### src/rtl/wt_mem_req_arbiter.sv
// wt_mem_req_arbiter: N-channel arbiter from L1 miss/write interfaces onto a
// single memory adapter port. Granted requests are tagged {src, tid}; returns
// are routed back by src, invalidations are broadcast to every master.
// Ports:
//   clk_i, rst_ni                 clock, synchronous active-low reset
//   req_valid_i/req_ack_o         per-master request / one-cycle grant
//   req_tid_i, req_data_i         per-master TID and payload (packed by master)
//   mem_req_o/mem_ack_i           held request to adapter / adapter accept
//   mem_tid_o, mem_data_o         {src, tid} and payload of the held request
//   mem_rtrn_*_i                  return beat from adapter (never stalled)
//   rtrn_vld_o, rtrn_tid_o, rtrn_data_o  per-master strobe, shared TID/payload
//   idle_o                        nothing held and nothing outstanding
//   err_o                         sticky protocol error
module wt_mem_req_arbiter #(
    parameter int unsigned NumMasters     = 2,
    parameter int unsigned TidWidth       = 2,
    parameter int unsigned ReqWidth       = 128,
    parameter int unsigned RtrnWidth      = 256,
    parameter int unsigned MaxOutstanding = 8,
    parameter int unsigned FixedPrio      = 0
) (
    input  logic                                   clk_i,
    input  logic                                   rst_ni,
    input  logic [NumMasters-1:0]                  req_valid_i,
    output logic [NumMasters-1:0]                  req_ack_o,
    input  logic [NumMasters*TidWidth-1:0]         req_tid_i,
    input  logic [NumMasters*ReqWidth-1:0]         req_data_i,
    output logic                                   mem_req_o,
    input  logic                                   mem_ack_i,
    output logic [((NumMasters > 1) ? $clog2(NumMasters) : 1)+TidWidth-1:0] mem_tid_o,
    output logic [ReqWidth-1:0]                    mem_data_o,
    input  logic                                   mem_rtrn_vld_i,
    input  logic                                   mem_rtrn_bcast_i,
    input  logic [((NumMasters > 1) ? $clog2(NumMasters) : 1)+TidWidth-1:0] mem_rtrn_tid_i,
    input  logic [RtrnWidth-1:0]                   mem_rtrn_data_i,
    output logic [NumMasters-1:0]                  rtrn_vld_o,
    output logic [TidWidth-1:0]                    rtrn_tid_o,
    output logic [RtrnWidth-1:0]                   rtrn_data_o,
    output logic                                   idle_o,
    output logic                                   err_o
);

    localparam int unsigned SrcW    = (NumMasters > 1) ? $clog2(NumMasters) : 1;
    localparam int unsigned MemTidW = SrcW + TidWidth;
    localparam int unsigned CntW    = $clog2(MaxOutstanding + 1);

    // held request slot
    logic                slot_vld_q, slot_vld_d;
    logic [SrcW-1:0]     slot_src_q, slot_src_d;
    logic [TidWidth-1:0] slot_tid_q, slot_tid_d;
    logic [ReqWidth-1:0] slot_data_q, slot_data_d;

    logic [SrcW-1:0]     ptr_q, ptr_d;
    logic [CntW-1:0]     cnt_q [NumMasters];
    logic [CntW-1:0]     cnt_d [NumMasters];
    logic                err_q, err_d;
    logic                idle_q, idle_d;

    logic                  slot_free;
    logic [NumMasters-1:0] eligible;
    logic                  gnt_vld;
    logic [SrcW-1:0]       gnt_idx;
    logic [SrcW-1:0]       cand;
    logic [SrcW-1:0]       rtrn_src;
    logic                  src_ok;
    logic [NumMasters-1:0] rtrn_hit;
    logic                  underflow;
    logic                  cnt_all_zero;

    // An acked slot can be refilled in the same cycle (ack-through)
    assign slot_free = !slot_vld_q || mem_ack_i;

    // Eligibility uses the registered count only
    always_comb begin
        eligible = '0;
        for (int unsigned m = 0; m < NumMasters; m++) begin
            eligible[m] = req_valid_i[m] && (cnt_q[m] < CntW'(MaxOutstanding));
        end
    end

    // Winner search: circular from ptr_q, or from 0 in fixed-priority mode
    always_comb begin
        gnt_vld = 1'b0;
        gnt_idx = '0;
        cand    = '0;
        for (int unsigned off = 0; off < NumMasters; off++) begin
            if (FixedPrio != 0) begin
                cand = SrcW'(off);
            end else begin
                cand = SrcW'((32'(ptr_q) + off) % NumMasters);
            end
            if (!gnt_vld && eligible[cand]) begin
                gnt_vld = 1'b1;
                gnt_idx = cand;
            end
        end
        gnt_vld = gnt_vld && slot_free;
    end

    always_comb begin
        req_ack_o = '0;
        if (gnt_vld) begin
            req_ack_o[gnt_idx] = 1'b1;
        end
    end

    // Return routing (combinational, zero latency)
    assign rtrn_src    = mem_rtrn_tid_i[MemTidW-1:TidWidth];
    assign src_ok      = 32'(rtrn_src) < NumMasters;
    assign rtrn_tid_o  = mem_rtrn_tid_i[TidWidth-1:0];
    assign rtrn_data_o = mem_rtrn_data_i;

    always_comb begin
        rtrn_hit  = '0;
        underflow = 1'b0;
        for (int unsigned m = 0; m < NumMasters; m++) begin
            rtrn_hit[m] = mem_rtrn_vld_i && !mem_rtrn_bcast_i && (32'(rtrn_src) == m);
            if (rtrn_hit[m] && (cnt_q[m] == '0)) begin
                underflow = 1'b1;
            end
        end
        rtrn_vld_o = (mem_rtrn_vld_i && mem_rtrn_bcast_i) ? '1 : rtrn_hit;
    end

    // Next-state: slot, pointer, counters, error, idle
    always_comb begin
        slot_vld_d   = slot_vld_q;
        slot_src_d   = slot_src_q;
        slot_tid_d   = slot_tid_q;
        slot_data_d  = slot_data_q;
        ptr_d        = ptr_q;
        cnt_all_zero = 1'b1;

        if (slot_free) begin
            slot_vld_d = gnt_vld;
            if (gnt_vld) begin
                slot_src_d  = gnt_idx;
                slot_tid_d  = req_tid_i[gnt_idx*TidWidth +: TidWidth];
                slot_data_d = req_data_i[gnt_idx*ReqWidth +: ReqWidth];
                ptr_d = (32'(gnt_idx) == NumMasters - 1) ? '0 : gnt_idx + SrcW'(1);
            end
        end

        // grant and return on the same master cancel out
        for (int unsigned m = 0; m < NumMasters; m++) begin
            cnt_d[m] = cnt_q[m];
            if (gnt_vld && (32'(gnt_idx) == m) && !rtrn_hit[m]) begin
                cnt_d[m] = cnt_q[m] + CntW'(1);
            end else if (!(gnt_vld && (32'(gnt_idx) == m)) && rtrn_hit[m] && (cnt_q[m] != '0)) begin
                cnt_d[m] = cnt_q[m] - CntW'(1);
            end
            if (cnt_d[m] != '0) begin
                cnt_all_zero = 1'b0;
            end
        end

        err_d  = err_q || (mem_rtrn_vld_i && !mem_rtrn_bcast_i && (!src_ok || underflow));
        idle_d = !slot_vld_d && cnt_all_zero;
    end

    always_ff @(posedge clk_i) begin
        if (!rst_ni) begin
            slot_vld_q  <= 1'b0;
            slot_src_q  <= '0;
            slot_tid_q  <= '0;
            slot_data_q <= '0;
            ptr_q       <= '0;
            err_q       <= 1'b0;
            idle_q      <= 1'b1;
            for (int unsigned m = 0; m < NumMasters; m++) begin
                cnt_q[m] <= '0;
            end
        end else begin
            slot_vld_q  <= slot_vld_d;
            slot_src_q  <= slot_src_d;
            slot_tid_q  <= slot_tid_d;
            slot_data_q <= slot_data_d;
            ptr_q       <= ptr_d;
            err_q       <= err_d;
            idle_q      <= idle_d;
            for (int unsigned m = 0; m < NumMasters; m++) begin
                cnt_q[m] <= cnt_d[m];
            end
        end
    end

    assign mem_req_o  = slot_vld_q;
    assign mem_tid_o  = {slot_src_q, slot_tid_q};
    assign mem_data_o = slot_data_q;
    assign idle_o     = idle_q;
    assign err_o      = err_q;

endmodule
### config.mk
export PLATFORM = sky130hd
export DESIGN_NAME = wt_mem_req_arbiter
export DESIGN_NICKNAME = d
export VERILOG_FILES = /design/src/rtl/wt_mem_req_arbiter.sv
export SDC_FILE = /design/constraint.sdc
export NUM_CORES = 1
export LEC_CHECK = 0
export BUFFER_PORTS_ARGS = -buffer_cell sky130_fd_sc_hd__buf_2
export CORE_AREA = 5 5 352 354
export DETAILED_ROUTE_END_ITERATION = 16
export DIE_AREA = 0 0 357 359
export PLACE_DENSITY = 0.37
export SETUP_SLACK_MARGIN = 0.3
export SLEW_MARGIN = 30
export SYNTH_ARGS = -nofsm -noshare
export SYNTH_HDL_FRONTEND = slang
export SYNTH_SLANG_ARGS = --single-unit
### constraint.sdc
create_clock -name clk_i -period 4.89 [get_ports clk_i]
set_input_delay 1.2225 -clock clk_i [delete_from_list [all_inputs] [get_ports clk_i]]
set_output_delay 1.2225 -clock clk_i [all_outputs]
set_load 0.005 [all_outputs]
# [After elaboration in Yosys (flattened, before gate mapping)]
# Memories as Yosys holds them, arrays and structs flattened.
# Index checks and enable logic that the tools add are counted.
# Widths: inputs -> output; s select.
[word_totals] output_inout_bits=396 ff_bits=135 memories=1 input_bits=526 ramBits=8
[memory_table] memory="cnt_q" words=2 word_bits=4 read_ports=2 rd_clocked_by_memory_dff=0 write_ports=2 line_no="54" source="logic [CntW-1:0] cnt_q [NumMasters];"
[classes] reduce_logical=38 n_shift=2 muxes=26 n_lt_le_gt_ge=6 add_sub_neg=6 bitwise=4
[op_table] op="$shiftx 256x9->128" n=1
[op_table] op="$mux 4" n=6
[op_table] op="$logic_and 1x1->1" n=21
[op_table] op="$mux 1" n=17
[op_table] op="$reduce_bool 4->1" n=4
[op_table] op="$add 4x1->4 const B" n=2
[op_table] op="$logic_not 1->1" n=8
[op_table] op="$logic_not 4->1" n=2
[op_table] op="$lt 4x4->1 const B" n=2
[op_table] op="$sub 4x1->4 const B" n=2
[op_table] op="$lt 1x2->1 const B" n=3
[op_table] op="$mux 2" n=2
[op_table] op="$shiftx 4x3->2" n=1
[op_table] op="$add 1x1->1 const B" n=2
[op_table] op="$logic_or 1x1->1" n=2
[op_table] op="$not 1->1" n=2
[op_table] op="$or 1x1->1" n=2
[op_table] op="$reduce_and 2->1" n=1
[op_table] op="$demux 1 s1" n=1
[op_table] op="$ge 1x1->1 const B" n=1

# [Logic depth before layout (Yosys ltp)]
# Gate-level depths: netlist of the first run.
# An unclocked memory read counts as a cell.
[depth] depth_word=20 ltp_mapped=8

# [Worst setup path before layout of the first run]
# OpenSTA, ideal clock, no wires.
[synth_path] path_kind="input -> register" startpoint="input port mem_rtrn_bcast_i" endpoint="register idle_q, in the netlist idle_o" required_time_ns=4.794 setup_time_ns=0.096 path_stages=6 path_buffers=0 arrival_ns=2.948 path_slack_ns=1.846 path_cell_list="or3b_4 or4_4 a32oi_1 o41ai_1 or3_1 o41ai_2"
[synth_via] elab_chain_len=11 word_cells_on_any_way=21
[synth_lines] item="start: declaration" line_no="33" source="input logic mem_rtrn_bcast_i,"
[synth_lines] item="$logic_not 1->1 (*)" line_no="117" source="rtrn_hit[m] = mem_rtrn_vld_i && !mem_rtrn_bcast_i && (32'(rtrn_src) == m);"
[synth_lines] item="$logic_and 1x1->1 (*)" line_no="117"
[synth_lines] item="$logic_and 1x1->1" line_no="117"
[synth_lines] item="$logic_and 1x1->1 (2 in a row)" line_no="149" source="end else if (!(gnt_vld && (32'(gnt_idx) == m)) && rtrn_hit[m] && (cnt_q[m] != '0)) begin"
[synth_lines] item="$mux 4" line_no="149"
[synth_lines] item="$mux 4" line_no="147" source="if (gnt_vld && (32'(gnt_idx) == m) && !rtrn_hit[m]) begin"
[synth_lines] item="$reduce_bool 4->1" line_no="152" source="if (cnt_d[m] != '0) begin"
[synth_lines] item="$mux 1" line_no="152"
[synth_lines] item="$mux 1 (*)" line_no="152"
[synth_lines] item="$logic_and 1x1->1 (*)" line_no="158" source="idle_d = !slot_vld_d && cnt_all_zero;"
[synth_lines] item="end signal: assignment" line_no="180" source="idle_q <= idle_d;"
[synth_lines] item="end: declaration" line_no="57" source="logic idle_q, idle_d;"
# Mark *: on every way between the ends. The rest lies on a longest branch, timed or not.
# A chain may end at the register's enable or synchronous reset.

# [Worst setup path in the final report of the first run]
[layout_path] startpoint="input port req_valid_i[0]" endpoint="output port req_ack_o[1]"
[layout_via] elab_chain_len=12 word_cells_on_any_way=18
[layout_lines] item="start: declaration" line_no="24" source="input logic [NumMasters-1:0] req_valid_i,"
[layout_lines] item="$logic_and 1x1->1 (*)" line_no="77" source="eligible[m] = req_valid_i[m] && (cnt_q[m] < CntW'(MaxOutstanding));"
[layout_lines] item="$mux 1 (not written as such) (2 in a row)" line_no="92" source="if (!gnt_vld && eligible[cand]) begin"
[layout_lines] item="$mux 1" line_no="92"
[layout_lines] item="$logic_not 1->1" line_no="92"
[layout_lines] item="$logic_and 1x1->1" line_no="92"
[layout_lines] item="$mux 1" line_no="92"
[layout_lines] item="$lt 1x2->1 (not written as such) or $ge 1x1->1 (tied branches)" line_no="103" source="req_ack_o[gnt_idx] = 1'b1;"
[layout_lines] item="$logic_and 1x1->1 (not written as such)" line_no="103"
[layout_lines] item="$mux 1 (not written as such)" line_no="103"
[layout_lines] item="$demux 1 s1" line_no="103"
[layout_lines] item="$mux 2 (*)" line_no="102" source="if (gnt_vld) begin"
[layout_lines] item="end: declaration" line_no="25" source="output logic [NumMasters-1:0] req_ack_o,"
# Mark *: on every way between the ends. The rest lies on a longest branch, timed or not. The select of a mux whose other input is x is not followed.

==> results of run 1 <==
[metrics by stage]
step                      setup slack (ns)  util [%]
final                                 1.40      9.32
after global placement                1.40      8.83
after global routing                  1.32      9.31
after floorplan                       1.85         -
after detailed placement              1.41      8.83
after CTS                             1.40      9.31
[logic make-up after synthesis]
kind of cell / after synthesis / synth area share (%)
and+or+nand+nor: 317 / 19.2
xor gates and xnor gates: 1 / 0.101
adders and majority gates: 4 / 0.578
AOI/OAI and AO/OA: 286 / 21.0
DFF: 143 / 33.1
buffers and inverters: 337 / 25.8
muxes: 2 / 0.231
[how the worst max path moves through the flow]
stage	from	end	cells past startpoint
floorplan	mem_rtrn_bcast_i	idle_o	6
global placement	mem_ack_i	req_ack_o[0]	5
detailed placement	mem_ack_i	req_ack_o[0]	5
CTS	mem_ack_i	req_ack_o[0]	5
global route	req_valid_i[0]	req_ack_o[1]	4
finish	req_valid_i[0]	req_ack_o[1]	4
[metal layers]
layer | wire length, um | track usage, % | vias up
met4 | 2260 | 3.67 | 6
met2 | 21500 | 11.3 | 538
met3 | 7500 | 5.57 | 123
met1 | 15200 | 6.34 | 3388
li1 | - | - | 3642
met5 | 167 | 0.830 | -
[state kept, by name, summed over array words and instances, names as in the netlist]
name,flops
mem_data_o,128
cnt_q,8
slot_tid_q,2
err_o,1
idle_o,1
mem_req_o,1
ptr_q,1
slot_src_q,1
[Yosys cell counts (2+ instances only)]
cell      number  area, um2
a311oi_1       2       17.5
nand3_1        2       10.0
inv_1          5       18.8
o22ai_1        2       12.5
or3b_2         3       26.3
a21oi_1        3       15.0
nor2_1         6       22.5
and2_1       134        838
and3_1         6       37.5
nor3b_1        2       15.0
dfxtp_1      143       2860
nor2b_1        5       31.3
nand2_1      138        518
a22oi_1      130        976
nand2b_1       3       18.8
ha_1           4       50.1
a32oi_1        2       17.5
o21a_1         2       15.0
buf_1          6       22.5
clkbuf_1      66        248
or3_1          3       18.8
nor4_1         3       18.8
o31ai_1        2       15.0
o21ai_0      134        671
nor3_1         2       10.0
mux2i_1        2       20.0
buf_4        259       1940
[power groups by stage]
stage / Sequential, uW / Combinational (uW) / Clock [uW]
after floorplan: 1350 / 503 / 0
after global placement: 1350 / 719 / 0
after detailed placement: 1350 / 718 / 0
after CTS: 1320 / 720 / 1490
after global routing: 1330 / 785 / 1500
final: 1320 / 697 / 1370
[worst reg2reg max path: stages, from the launching register on]
cell	delay [ns]
dfxtp_1	0.38
nand2b_1	0.28
nor2_4	0.53
buf_4	0.60
a22oi_1	0.22
o21ai_0	0.17
and2_1	0.13
[layout by cell type (no fill, tap or decap), drive strengths merged, types with 5 or more instances in the layout]
cell,instances
a22oi,130
buf,414
nand2,138
o21ai,134
nor2,6
inv,7
and2,135
clkbuf,20
nor2b,5
diode,6
dfxtp,143
and3,6
[layout make-up]
class                           count  area (um2)  area share (%)
Multi-Input combinational cell    610        3590            31.9
Sequential cell                   143        2860            25.4
Timing Repair Buffer              414        2160            19.2
Tap cell                         1625        2030            18.1
Clock buffer                       20         457            4.06
Clock inverter                     10         114            1.01
Inverter                            6        22.5           0.200
Antenna cell                        6        15.0           0.133
==> results by group, run 1 <==
Floorplan
  • Number of I/O pins: 922
  • Core area: 121000 um2
  • Row count: 128
  • Die Ht: 359 um
  • Die footprint: 128000 um2
  • Die Wd: 357 um
  • Initial core utilization: 7.17%

Setup path
  • RR Startpoint: cnt_q[0][7]
  • Crit path top cell by count: buf_2
  • Critical Path Fanout Max: 4
  • Crit-path cells: buf_2, nor3b_1, nor3_1, buf_2
  • Slowest stage cell, crit path: nor3b_1
  • Critical path's largest stage delay: 0.55 ns
  • Crit Path Class: in2out
  • Flop2flop setup slack: 2.52 ns
  • Critical Path AT: 2.26 ns
  • Endpoint class of the critical path: primary output
  • R2r worst-path depth: 6
  • Buffer and inverter count on the worst path: 2
  • Family with the most delay on the worst path: simple AND/OR/NAND/NOR gates
  • Critical Path Start Type: input pin
  • Reg-to-reg endpoint: mem_data_o[80]
  • Crit path required time: 3.67 ns

GRT
  • Overall Global Routing Usage: 7.05%
  • Initial antenna violation count: 8
  • Global route overflow: 0
  • Largest net degree at the start of global routing: 131
  • Number of global-route vias before repair: 7601
  • First-pass GRT wire length: 61300 um

Min path
  • Hold EP: err_o
  • Hold Path Stages: 1
  • Hold Path Origin: err_o
  • HP Class: reg2reg

Power
  • Clock network power share: 40.4%
  • Comb power frac: 20.6%
  • Lkg Pwr: 0.00447 uW
  • PD cells: 301 nW/um2
  • Switching power: 1040 uW
  • VDD IR max: 0.290 mV
  • PnR Total Power: 3390 uW
  • Share of power burned in registers: 39.0%
  • Sw frac: 30.8%
  • P_int: 2340 uW

Final layout
  • Finished layout cell area: 11300 um2
  • Final Non-Filler Cells: 2834
  • Layout Nets: 1722
  • Layout area overhead: 30.0%
  • Fillers: 14200
  • Share of cells above drive strength 1: 38.2%

Routing
  • Via count: 7697
  • Final antenna-violating net count: 0
  • DR vias/cell: 2.72
  • Pre-antenna DRT Iters: 5
  • Routed WL: 46700 um
  • Detailed-route wire length per cell: 16.5 um
  • DR iter-0 viols: 309
  • Drc violations: 0

Yosys
  • Avg Cell Area, Syn: 7.94 um2
  • Ys async rst share: 0%
  • Sequential area share after synthesis: 33.1%
  • Mapped Cells: 1090
  • Syn Std Cell Area: 8660 um2
  • Synth Flop Type: dfxtp_1
  • Synth Warn #: 0
  • Syn Nets: 1620
  • Post-synth EDFFs: 0
  • Post-synthesis register bit count: 143
  • Distinct cells, synth: 48

Placed design
  • DPL Wire Length: 38200 um
  • # placed instances: 2798
  • GPL Wtd Cong: 0.779
  • Area of placed instances: 10700 um2
  • I/O Buffers: 405

Clock network
  • Root buffer cell: clkbuf_16
  • CTS clk-pin slew, worst paths: 0.06 ns
  • CTS Buffer Depth: 2
  • Clock latency on the worst-skew pair: 0.50 ns
  • Number of CTS-inserted buffers: 17
  • Hold buffers post-CTS: 0
  • H-tree lvl count: 4
  • Post-CTS setup buffers: 0
  • Cts repair resizes: 0
  • Sink Count: 143
  • CTS tree: done

STA
  • RSZ-0062 raised after global routing: no
  • Max Clk Rate: 287 MHz
  • Period utilization: 71.3%
  • Hold slack: 0.469 ns
  • Final worst path period need: 3.49 ns
  • Setup TNS: 0 ns
  • Final Hold Fails: 0
  • Final Max Slew Viols: 0
  • Final setup viols: 0
  • Final setup skew: 0.0142 ns
  • Slew HR: 47.4%
  • Slew @ Worst Pin: 0.789 ns

Run
  • Max_cap viols: 0

Run status
  • Status: finished clean
(Power assumes the default switching activity.)
==> inputs of run 2 (changes only) <==
--- a/config.mk
+++ b/config.mk
@@ -6,9 +6,9 @@
 export NUM_CORES = 1
 export LEC_CHECK = 0
 export BUFFER_PORTS_ARGS = -buffer_cell sky130_fd_sc_hd__buf_2
-export CORE_AREA = 5 5 352 354
+export CORE_AREA = 5 5 351 353
 export DETAILED_ROUTE_END_ITERATION = 16
-export DIE_AREA = 0 0 357 359
+export DIE_AREA = 0 0 356 358
 export PLACE_DENSITY = 0.37
 export SETUP_SLACK_MARGIN = 0.3
 export SLEW_MARGIN = 30
==> constraint.sdc (replaced) <==
create_clock -name clk_i -period 3.25 [get_ports clk_i]
set_input_delay 0.8125 -clock clk_i [delete_from_list [all_inputs] [get_ports clk_i]]
set_output_delay 0.8125 -clock clk_i [all_outputs]
set_load 0.005 [all_outputs]
==> run 2 against run 1 <==
Sequential power rose by 51%. Register-to-register slack worse by 1.5 ns. Via count hardly changed. Wire length fell by 6.6%. Worst hold slack better by 0.020 ns. Critical path depth decreased by 1. First-iteration DRC count down 4.9%. Die area down 0.56%. Final area up 1.3%. Critical path type is now reg2out. Largest cell class unchanged.
==> results by group, run 2 (synthesized netlist as in run 1, its figures left out) <==
STA
  • Setup TNS: 0 ns (unchanged)
  • Period utilization: 80.1%
  • Final Max Slew Viols: 0 (unchanged)
  • RSZ-0062 raised after global routing: no (unchanged)
  • Slew @ Worst Pin: 0.704 ns (was 0.789 ns)
  • Slew HR: 53.1% (was 47.4%)
  • Max Clk Rate: 384 MHz
  • Final setup viols: 0 (unchanged)
  • Final WS setup: 0.646 ns (was 1.40 ns)
  • Final setup skew: 0.0148 ns (was 0.0142 ns)
  • Final Hold Fails: 0 (unchanged)
  • Final worst path period need: 2.60 ns

Power
  • Lkg Pwr: 0.00456 uW (was 0.00447 uW)
  • PnR Total Power: 5150 uW (was 3390 uW)
  • VDD IR max: 0.440 mV (was 0.290 mV)
  • PD cells: 452 nW/um2 (was 301 nW/um2)

Final layout
  • Commonest non-fill, non-tap cell in the layout: buf_2 (unchanged)
  • Finished layout cell area: 11400 um2 (was 11300 um2)
  • Share of cells above drive strength 1: 39.0% (was 38.2%)
  • Layout Nets: 1733 (was 1722)
  • Fillers: 14000 (was 14200)
  • Most frequent cells in the layout: buf_2, dfxtp_1, nand2_1 (unchanged)
  • Max FFs per register: 128 (unchanged)
  • Layout area overhead: 31.7% (was 30.0%)

Floorplan
  • Number of I/O pins: 922 (unchanged)
  • Die footprint: 127000 um2 (was 128000 um2)
  • Die Wd: 356 um (was 357 um)
  • Initial core utilization: 7.25% (was 7.17%)
  • Row count: 127 (was 128)
  • Core area: 119000 um2 (was 121000 um2)
  • Die Ht: 358 um (was 359 um)

Clock network
  • Sink Count: 143 (unchanged)
  • Root buffer cell: clkbuf_16 (unchanged)
  • H-tree lvl count: 4 (unchanged)
  • Clock latency on the worst-skew pair: 0.49 ns (was 0.50 ns)
  • Hold buffers post-CTS: 0 (unchanged)
  • CTS tree: done (unchanged)
  • CTS Buffer Depth: 2 (unchanged)
  • Post-CTS setup buffers: 0 (unchanged)
  • CTS clk-pin slew, worst paths: 0.07 ns (was 0.06 ns)
  • Number of CTS-inserted buffers: 17 (unchanged)

GRT
  • Initial antenna violation count: 5 (was 8)
  • Global route overflow: 0 (unchanged)
  • Largest net degree at the start of global routing: 131 (unchanged)
  • First-pass GRT wire length: 58000 um (was 61300 um)
  • Overall Global Routing Usage: 6.60% (was 7.05%)
  • Number of global-route vias before repair: 7612 (was 7601)

Setup path
  • R2r worst-path depth: 6 (unchanged)
  • Endpoint class of the critical path: primary output (unchanged)
  • Critical Path Start Type: flip-flop (was input pin)
  • Crit Path Class: reg2out (was in2out)
  • Critical Path Fanout Max: 9 (was 4)
  • Flop2flop setup slack: 1.02 ns (was 2.52 ns)
  • RR Startpoint: cnt_q[0][7] (unchanged)
  • Critical Path AT: 1.79 ns (was 2.26 ns)
  • Reg-to-reg endpoint: idle_o (was mem_data_o[80])
  • Crit path required time: 2.44 ns (was 3.67 ns)

Min path
  • Hold EP: err_o (unchanged)
  • HP Class: reg2reg (unchanged)
  • Hold Path Stages: 1 (unchanged)
  • Hold Path Origin: err_o (unchanged)

Routing
  • DR vias/cell: 2.71 (was 2.72)
  • DR iter-0 viols: 294 (was 309)
  • Detailed-route wire length per cell: 15.4 um (was 16.5 um)
  • Via count: 7690 (was 7697)
  • Final antenna-violating net count: 0 (unchanged)
  • Pre-antenna DRT Iters: 5 (unchanged)
  • Drc violations: 0 (unchanged)
  • Routed WL: 43600 um (was 46700 um)

Run status
  • Status: finished clean (unchanged)

Placed design
  • GPL Wtd Cong: 0.745 (was 0.779)
  • DPL Wire Length: 35200 um (was 38200 um)
  • Area of placed instances: 10800 um2 (was 10700 um2)
  • DP Worst Slack: 0.345 ns (was 1.41 ns)
  • I/O Buffers: 405 (unchanged)

Run
  • Max_cap viols: 0 (unchanged)
## run 2: cell count changes in the layout (fill, tap and decap cells not counted), moves of 3 or more
cell	change
buf_12	+5
inv_6	+4
clkinv_4	+3
clkinv_2	-3
buf_4	+6
## run 2: critical path, cell delays in order (launching register included)
cell	delay, ns
dfxtp_1	0.39
nand2b_1	0.30
nor3_2	0.40
buf_2	0.21
## run 2: final cells by class
| class | instances | area (um2) | share of cell area, % |
|---|---|---|---|
| clock buffers | 20 | 467 | 4.09 |
| repair buffers | 425 | 2300 | 20.2 |
| clock inverters | 12 | 123 | 1.08 |
| diodes | 5 | 12.5 | 0.110 |
| multi-input cells | 610 | 3590 | 31.5 |
| flip-flops and latches | 143 | 2860 | 25.1 |
| inverters | 6 | 22.5 | 0.197 |
| well taps | 1612 | 2020 | 17.7 |
## run 2: metrics by stage
stage               instances  utilization, %  hold WS, ns
floorplan                1090               -        0.464
global placement         2796            9.04        0.483
detailed placement       2796            9.04        0.487
CTS                      2828            9.53        0.504
global route             2828            9.53        0.508
finish                   2833            9.54        0.490
## run 2: repair_timing
action | CTS | global route
setup endpoints to repair | 0 | 1
resized for setup | 0 | 1
endpoints found under the hold margin | 0 | 0
## run 2: routing by layer
metal  GRT usage [%]  share of wire, %  routed length [um]  vias to the layer above
li1                -                 -                   -                     3680
met4            4.29               5.7                2480                        2
met1            6.48                35               15200                     3387
met5           0.642              0.26                 115                        -
met3            4.68                16                6800                      116
met2            9.94                44               19000                      505
## run 2: worst max-delay path by stage
| stage | endpoint | start | slack (ns) |
|---|---|---|---|
| after global routing | req_ack_o[1] | cnt_q[0][7] | 0.46 |
| after detailed placement | idle_o | mem_rtrn_bcast_i | 0.34 |
| after global placement | idle_o | mem_rtrn_bcast_i | 0.34 |
| after CTS | req_ack_o[1] | cnt_q[0][7] | 0.39 |
| final | req_ack_o[1] | cnt_q[0][7] | 0.65 |
| after floorplan | idle_o | mem_rtrn_bcast_i | 0.62 |
## run 2: where the power goes
group | switching, uW | internal [uW]
Sequential | 88.2 | 1900
Clock | 959 | 1130
Combinational | 584 | 495
Total | 1630 | 3520
==> inputs of run 3 (changes only) <==
==> constraint.sdc (replaced) <==
create_clock -name clk_i -period 2.43 [get_ports clk_i]
set_input_delay 0.6075 -clock clk_i [delete_from_list [all_inputs] [get_ports clk_i]]
set_output_delay 0.6075 -clock clk_i [all_outputs]
set_load 0.005 [all_outputs]
==> run 3 against run 2 <==
Register-to-register slack worse by 0.65 ns. Combinational power up 47%. Die area unchanged. Via count up 2.1%. Clock skew down 0.0016 ns. Final area up 4.1%. Non-clock buffer count up 45. Setup slack worse by 0.31 ns. Cell count up 1.6%. First-iteration DRC count up 21%. Critical endpoint is now req_ack_o[0]. Largest cell class unchanged.
==> results by group, run 3 (synthesized netlist as in run 1, its figures left out) <==
Run status
  • Status: finished clean (unchanged)

Clock network
  • Sink Count: 143 (unchanged)
  • Root buffer cell: clkbuf_16 (unchanged)
  • CTS Buffer Depth: 2 (unchanged)
  • Clock latency on the worst-skew pair: 0.49 ns (about the same)
  • Number of CTS-inserted buffers: 17 (unchanged)
  • Hold buffers post-CTS: 0 (unchanged)
  • H-tree lvl count: 4 (unchanged)
  • CTS clk-pin slew, worst paths: 0.07 ns (about the same)
  • CTS tree: done (unchanged)

STA
  • Final Max Slew Viols: 0 (unchanged)
  • Final setup viols: 0 (unchanged)
  • Max Clk Rate: 477 MHz
  • Slew @ Worst Pin: 0.529 ns (was 0.704 ns)
  • Slew HR: 64.7% (was 53.1%)
  • Hold slack: 0.469 ns (was 0.490 ns)
  • RSZ-0062 raised after global routing: yes (was no)
  • Final Hold Fails: 0 (unchanged)
  • Final worst path period need: 2.10 ns
  • Setup TNS: 0 ns (unchanged)
  • Final setup skew: 0.0132 ns (was 0.0148 ns)
  • Period utilization: 86.3%

Setup path
  • R2r worst-path depth: 7 (was 6)
  • Endpoint class of the critical path: primary output (unchanged)
  • Crit-path cells: and3b_2, nor2_4, nand2_2, inv_2, buf_6 (was nand2b_1, nor3_2, buf_2)
  • Critical Path Start Type: flip-flop (unchanged)
  • Crit Path Class: reg2out (unchanged)
  • Slowest stage cell, crit path: dfxtp_4 (was nor3_2)
  • Crit path required time: 1.82 ns (was 2.44 ns)
  • Critical path's largest stage delay: 0.38 ns (was 0.40 ns)
  • Critical Path AT: 1.49 ns (was 1.79 ns)
  • Flop2flop setup slack: 0.37 ns (was 1.02 ns)
  • Critical Path Fanout Max: 6 (was 9)

Power
  • VDD IR max: 0.582 mV (was 0.440 mV)
  • PD cells: 607 nW/um2 (was 452 nW/um2)
  • Lkg Pwr: 0.00481 uW (was 0.00456 uW)

Run
  • Max_cap viols: 0 (unchanged)

Floorplan
  • Die Ht: 358 um (unchanged)
  • Initial core utilization: 7.25% (unchanged)
  • Row count: 127 (unchanged)
  • Die footprint: 127000 um2 (unchanged)
  • Number of I/O pins: 922 (unchanged)
  • Core area: 119000 um2 (unchanged)
  • Die Wd: 356 um (unchanged)

Routing
  • Drc violations: 0 (unchanged)
  • Via count: 7852 (was 7690)
  • DR iter-0 viols: 357 (was 294)
  • Final antenna-violating net count: 0 (unchanged)
  • DR vias/cell: 2.73 (was 2.71)
  • Detailed-route wire length per cell: 15.9 um (was 15.4 um)
  • Pre-antenna DRT Iters: 4 (was 5)
  • Routed WL: 45600 um (was 43600 um)

Min path
  • HP Class: reg2reg (unchanged)
  • Hold Path Stages: 1 (unchanged)

GRT
  • Largest net degree at the start of global routing: 79 (was 131)
  • Overall Global Routing Usage: 6.95% (was 6.60%)
  • Initial antenna violation count: 7 (was 5)
  • First-pass GRT wire length: 61000 um (was 58000 um)
  • Global route overflow: 0 (unchanged)
  • Number of global-route vias before repair: 8035 (was 7612)

Placed design
  • GPL Wtd Cong: 0.802 (was 0.745)
  • I/O Buffers: 405 (unchanged)
  • DPL Wire Length: 37900 um (was 35200 um)

Final layout
  • Most frequent cells in the layout: buf_2, dfxtp_1, nand2_1 (unchanged)
  • Commonest non-fill, non-tap cell in the layout: buf_2 (unchanged)
  • Share of cells above drive strength 1: 41.9% (was 39.0%)
  • Layout Nets: 1778 (was 1733)
  • Max FFs per register: 128 (unchanged)
  • Post-Route Utilization: 9.94% (was 9.54%)
  • Layout area overhead: 37.1% (was 31.7%)
-- run 3: cell count changes in the layout (fill, tap and decap cells not counted), moves of 3 or more --
cell | previous run | this run
bufinv_16 | 1 | 4
dfxtp_1 | 143 | 138
inv_6 | 5 | 2
dfxtp_4 | 0 | 4
buf_4 | 11 | 54
-- run 3: area by class of cell --
class | count | area, um2
diodes | 6 | 15.0
multi-input cells | 610 | 3630
inverters | 6 | 22.5
repair buffers | 470 | 2680
clock buffers | 19 | 443
clock inverters | 12 | 185
fillers | 14000 | 108000
well taps | 1612 | 2020
flip-flops and latches | 143 | 2880
-- run 3: critical path: cells and delay by family (launching register included) --
family / cells / cell delay (ns)
simple gates: 3 / 0.44
flops: 1 / 0.38
buf+inv: 2 / 0.18
-- run 3: worst paths after layout --
path	start	end
max reg2reg	cnt_q[0][3]	idle_o
min reg2reg	err_o	err_o
max	cnt_q[0][7]	req_ack_o[0]
min	err_o	err_o
-- run 3: through the flow --
step / worst slack, ns / area, um2 / power [uW] / instances
2_1_floorplan: 0.147 / 8660 / 3720 / 1090
3_3_place_gp: -0.0775 / 11100 / 4300 / 2830
6_report: 0.332 / 11900 / 7210 / 2878
3_5_place_dp: -0.0643 / 11100 / 4300 / 2830
4_1_cts: 0.238 / 11800 / 7500 / 2872
5_1_grt: 0.221 / 11900 / 7700 / 2873
-- run 3: repair_timing --
item                                    CTS  global route
endpoints found under the hold margin     0             0
pin swaps                                 2             3
setup buffers                            11             0
resized for setup                        16             6
endpoints found under the setup margin    2             4
-- run 3: power by group --
group | switching [uW] | leakage (uW) | total, uW | internal [uW]
Clock | 1230 | 0.000292 | 2980 | 1740
Sequential | 102 | 0.00118 | 2640 | 2540
Combinational | 840 | 0.00334 | 1590 | 750
Total | 2180 | 0.00481 | 7210 | 5030
-- run 3: routing by layer --
layer	share of wire [%]	vias to the layer above	wire length (um)	global-route usage, %
met3	15	109	6810	4.91
met2	45	506	20300	10.8
met1	36	3464	16500	6.93
met5	0.22	-	101	0.566
met4	4.2	2	1920	3.66
li1	-	3771	-	-
